[src/rtl/tx_framer.sv]
// Frame packer for the enciphered tx stream: sync word, sequence/length word,
// C_PAYLOAD_WORDS payload words and a checksum trailer carrying tlast.
module tx_framer #(
    parameter int unsigned  C_PAYLOAD_WORDS = 16,
    parameter logic [31:0]  C_SYNC_WORD     = 32'hA5A5_5A5A
) (
    input  logic        i_aclk,
    input  logic        i_aresetn,
    input  logic        i_enable,
    input  logic        s_axis_tvalid,
    output logic        s_axis_tready,
    input  logic [31:0] s_axis_tdata,
    input  logic        s_axis_sof,
    output logic        m_axis_tvalid,
    input  logic        m_axis_tready,
    output logic [31:0] m_axis_tdata,
    output logic        m_axis_tlast,
    output logic [31:0] o_frame_count,
    output logic        o_sof_error,
    output logic        o_busy
);

    typedef enum logic [1:0] {
        ST_IDLE,
        ST_SEQ,
        ST_PAYLOAD,
        ST_TRAILER
    } state_t;

    localparam logic [15:0] FRAME_LEN = 16'(C_PAYLOAD_WORDS);
    localparam logic [15:0] LAST_IDX  = 16'(C_PAYLOAD_WORDS - 1);

    state_t      state_reg, state_next;
    logic        tvalid_reg, tvalid_next;
    logic [31:0] tdata_reg, tdata_next;
    logic        tlast_reg, tlast_next;
    logic [15:0] seq_reg, seq_next;
    logic [15:0] idx_reg, idx_next;
    logic [31:0] csum_reg, csum_next;
    logic [31:0] count_reg, count_next;
    logic        sof_err_reg, sof_err_next;
    logic        load;

    // The output register may take a new word whenever it is empty or draining.
    assign load          = !tvalid_reg || m_axis_tready;
    assign s_axis_tready = (state_reg == ST_PAYLOAD) && load;

    assign m_axis_tvalid = tvalid_reg;
    assign m_axis_tdata  = tdata_reg;
    assign m_axis_tlast  = tlast_reg;
    assign o_frame_count = count_reg;
    assign o_sof_error   = sof_err_reg;
    assign o_busy        = (state_reg != ST_IDLE);

    always_ff @(posedge i_aclk or negedge i_aresetn) begin
        if (!i_aresetn) begin
            state_reg   <= ST_IDLE;
            tvalid_reg  <= 1'b0;
            tdata_reg   <= 32'd0;
            tlast_reg   <= 1'b0;
            seq_reg     <= 16'd0;
            idx_reg     <= 16'd0;
            csum_reg    <= 32'd0;
            count_reg   <= 32'd0;
            sof_err_reg <= 1'b0;
        end else begin
            state_reg   <= state_next;
            tvalid_reg  <= tvalid_next;
            tdata_reg   <= tdata_next;
            tlast_reg   <= tlast_next;
            seq_reg     <= seq_next;
            idx_reg     <= idx_next;
            csum_reg    <= csum_next;
            count_reg   <= count_next;
            sof_err_reg <= sof_err_next;
        end
    end

    always_comb begin
        state_next   = state_reg;
        tvalid_next  = tvalid_reg;
        tdata_next   = tdata_reg;
        tlast_next   = tlast_reg;
        seq_next     = seq_reg;
        idx_next     = idx_reg;
        csum_next    = csum_reg;
        count_next   = count_reg;
        sof_err_next = sof_err_reg;

        if (load) begin
            tlast_next = 1'b0;
            case (state_reg)
                ST_IDLE: begin
                    // Start only when payload is already waiting, so the
                    // frame header is never emitted ahead of its data.
                    if (i_enable && s_axis_tvalid) begin
                        tvalid_next = 1'b1;
                        tdata_next  = C_SYNC_WORD;
                        state_next  = ST_SEQ;
                    end else begin
                        tvalid_next = 1'b0;
                    end
                end
                ST_SEQ: begin
                    tvalid_next = 1'b1;
                    tdata_next  = {seq_reg, FRAME_LEN};
                    csum_next   = 32'd0;
                    idx_next    = 16'd0;
                    state_next  = ST_PAYLOAD;
                end
                ST_PAYLOAD: begin
                    if (s_axis_tvalid) begin
                        tvalid_next = 1'b1;
                        tdata_next  = s_axis_tdata;
                        csum_next   = csum_reg + s_axis_tdata;
                        idx_next    = idx_reg + 16'd1;
                        if (s_axis_sof && (idx_reg != 16'd0)) begin
                            sof_err_next = 1'b1;
                        end
                        if (idx_reg == LAST_IDX) begin
                            state_next = ST_TRAILER;
                        end
                    end else begin
                        tvalid_next = 1'b0;
                    end
                end
                ST_TRAILER: begin
                    tvalid_next = 1'b1;
                    tdata_next  = csum_reg;
                    tlast_next  = 1'b1;
                    seq_next    = seq_reg + 16'd1;
                    count_next  = count_reg + 32'd1;
                    state_next  = ST_IDLE;
                end
                default: begin
                    state_next  = ST_IDLE;
                    tvalid_next = 1'b0;
                end
            endcase
        end
    end

endmodule

[config.mk]
export PLATFORM = sky130hd
export DESIGN_NAME = tx_framer
export DESIGN_NICKNAME = d
export VERILOG_FILES = /design/src/rtl/tx_framer.sv
export SDC_FILE = /design/constraint.sdc
export NUM_CORES = 1
export LEC_CHECK = 0
export ABC_AREA = 1
export CORE_MARGIN = 4
export CORE_UTILIZATION = 58
export DETAILED_ROUTE_END_ITERATION = 12
export PLACE_DENSITY = 0.83
export SLEW_MARGIN = 20
export SYNTH_ARGS = -nofsm -noshare
export SYNTH_HDL_FRONTEND = slang
export SYNTH_SLANG_ARGS = --single-unit
export TNS_END_PERCENT = 10
[constraint.sdc]
create_clock -name i_aclk -period 5.3 [get_ports i_aclk]
set_clock_uncertainty 0.1 [all_clocks]
set_input_delay 1.06 -clock i_aclk [delete_from_list [all_inputs] [get_ports i_aclk]]
set_output_delay 1.06 -clock i_aclk [all_outputs]
set_load 0.02 [all_outputs]
==> impl_metrics.yaml <==
final_layout:
  area_delta_synth_final_pct: 21.0
  drive_gt1_share_pct: 5.27
  final_area_um2: 10600
  final_nets: 1415
  diodes: 0
  fill_cells: 1146
power:
  ir_drop_mv: 0.515
  totalPowerFinal_mw: 5.34
  power-per-cell-area_nw_per_um2: 502
  p_leak_nw: 5.43
route:
  wl_per_cell_um: 15.9
  first_pass_iters: 6
  viasPerCell: 5.59
  detail-route-antenna-nets: 0
  vias: 8558
  drt-initial-drc-count: 812
  post-route-drc-count: 0
  wl_um: 24400
global_route:
  antenna_found_initial: 0
  grt_pass1_vias: 8283
  grt-ovfl-total: 0
  grt_pass1_wl_um: 40600
  grt_use_total_pct: 28.6
  grt_max_degree: 60
worst_setup_path:
  crit_path_max_fanout: 5
  r2r_slack_ps: 2340
  crit_type: "primary input to output port"
  required_ps: 4140
  endpoint_kind: "output port"
  worst_setup_path_start_kind: "primary input"
  worstPathArrival_ps: 2480
logic_synthesis:
  yosys.area.top_type: "dfrtp_1"
  seq_area_frac_synth_pct: 37.9
  synthFlopType: "dfrtp_1"
  syn-cell-area_um2: 8790
  synth_most_common_cell: "nand2_1"
  synthTopCellsByArea: "dfrtp_1, nand2_1, inv_1, ha_1, nor2_1"
  yosys_warnings: 0
  synth_edf_count: 0
  syn_nets: 1306
  ys_async_sr_fraction_pct: 100
  synth_top_area_share_pct: 37.9
  ys_types: 52
  syn_avg_cell_area_um2: 7.16
  ys_ff_latch: 133
  ys_top_cells_by_count: "nand2_1, inv_1, dfrtp_1, nor2_1, nand3_1"
  netlist_instances: 1227
sta:
  finalSetupViolCount: 0
  hold_violations: 0
  min_period_over_period_pct: 68.7
  worst_hold_slack_ps: 388
  worst_slew_pin_slew_ps: 876
  timing.fmax_ghz: 0.275
  drv_slew: 0
  setup_tns_ps: 0
  fin_crit_ps: 3640
  rsz0062_at_grt: "no"
  slew_headroom_pct: 41.6
hold_path:
  hp-class: "register to register"
floorplanning:
  ioPinCount: 107
  fp.dieH_um: 131
  dieWidth_um: 131
  core_um2: 14700
  start_util_pct: 59.8
  fp-row-count: 44
  die-area_um2: 17200
cts:
  htree_levels: 4
  numClockSinks: 133
  cts_root_buf: "clkbuf_16"
  cts_tree: "yes"
  clk_latency_ps: 430
  holdBufCountCts: 0
  clkTransAtPathRegs_ps: 60
  cts-buffers-inserted: 17
  ctsResizeCount: 0
  post_cts_buffers: 0
  clk_path_buf_depth: 2
placement:
  place.gp.congestion: 0.976
  hpwl_um: 17700
  dpl-instance-area_um2: 10000
  port_buffers: 106
job:
  cap_violations: 0
status:
  status: "completed"
-- where the power goes --
group	internal (mW)	switching, mW	total (mW)
Combinational	0.933	1.65	2.58
Clock	0.776	0.472	1.25
Sequential	1.29	0.224	1.51
-- placed cells by master (no fill, tap or decap), types with 9 or more instances in the layout --
cell type        netlist  layout
inv_1                189     189
nand3_1               68      68
dfrtp_1              133     133
a22o_1                19      19
nand2_1              377     377
xor2_1                31      31
clkbuf_16              0      17
xnor2_1               16      16
nor2_1                96      96
nand4_1               17      17
a21oi_1               55      55
a2bb2oi_1              9       9
nor3_1                21      21
o21ai_0               58      58
ha_1                  40      40
clkdlybuf4s50_1        0     105
-- cell families after synthesis --
family | synth area share (%)
xor gates and xnor gates | 4.68
adders and majority gates | 5.92
buffers and inverters | 9.54
DFF | 37.9
and+or+nand+nor | 30.0
AOI/OAI and AO/OA | 12.0
-- metrics by stage --
| step | util [%] | setup slack [ps] | instances |
|---|---|---|---|
| CTS | 72.3 | 1660 | 1532 |
| detailed placement | 68.2 | 1670 | 1501 |
| floorplan | - | 2620 | 1227 |
| global placement | 68.2 | 1670 | 1501 |
| global route | 72.3 | 1620 | 1532 |
| finish | 72.3 | 1660 | 1532 |
-- routing by layer --
layer  track usage [%]  wire (µm)
met5                 0          0
met4              10.5        654
met3              6.80       2010
met2              44.1      10900
met1              39.5      10800
-- area by class of cell --
type | count | area [µm²] | share of cell area (%)
clock inverters | 11 | 148 | 1.39
flip-flops and latches | 133 | 3330 | 31.3
inverters | 196 | 738 | 6.94
well taps | 184 | 230 | 2.16
repair buffers | 111 | 1100 | 10.3
clock buffers | 20 | 467 | 4.39
multi-input cells | 877 | 4620 | 43.5
-- final timing paths --
path | startpoint | to | cells past startpoint
setup / recovery | m_axis_tready | s_axis_tready | 4
hold / removal | o_sof_error$_DFFE_PN0P_ | o_sof_error$_DFFE_PN0P_ | 1
setup reg to reg | state_reg[0]$_DFFE_PN0P_ | idx_reg[10]$_DFFE_PN0P_ | 12
hold reg to reg | o_sof_error$_DFFE_PN0P_ | o_sof_error$_DFFE_PN0P_ | 1
max in group asynchronous | i_aresetn | seq_reg[4]$_DFFE_PN0P_ | 2
min in group asynchronous | i_aresetn | idx_reg[6]$_DFFE_PN0P_ | 1
-- worst max-delay path: stages --
cell             delay, ps
clkdlybuf4s50_1        440
nor2_2                 350
nor2_1                  80
clkdlybuf4s50_1        550
Power figures use the tool's default switching activity.
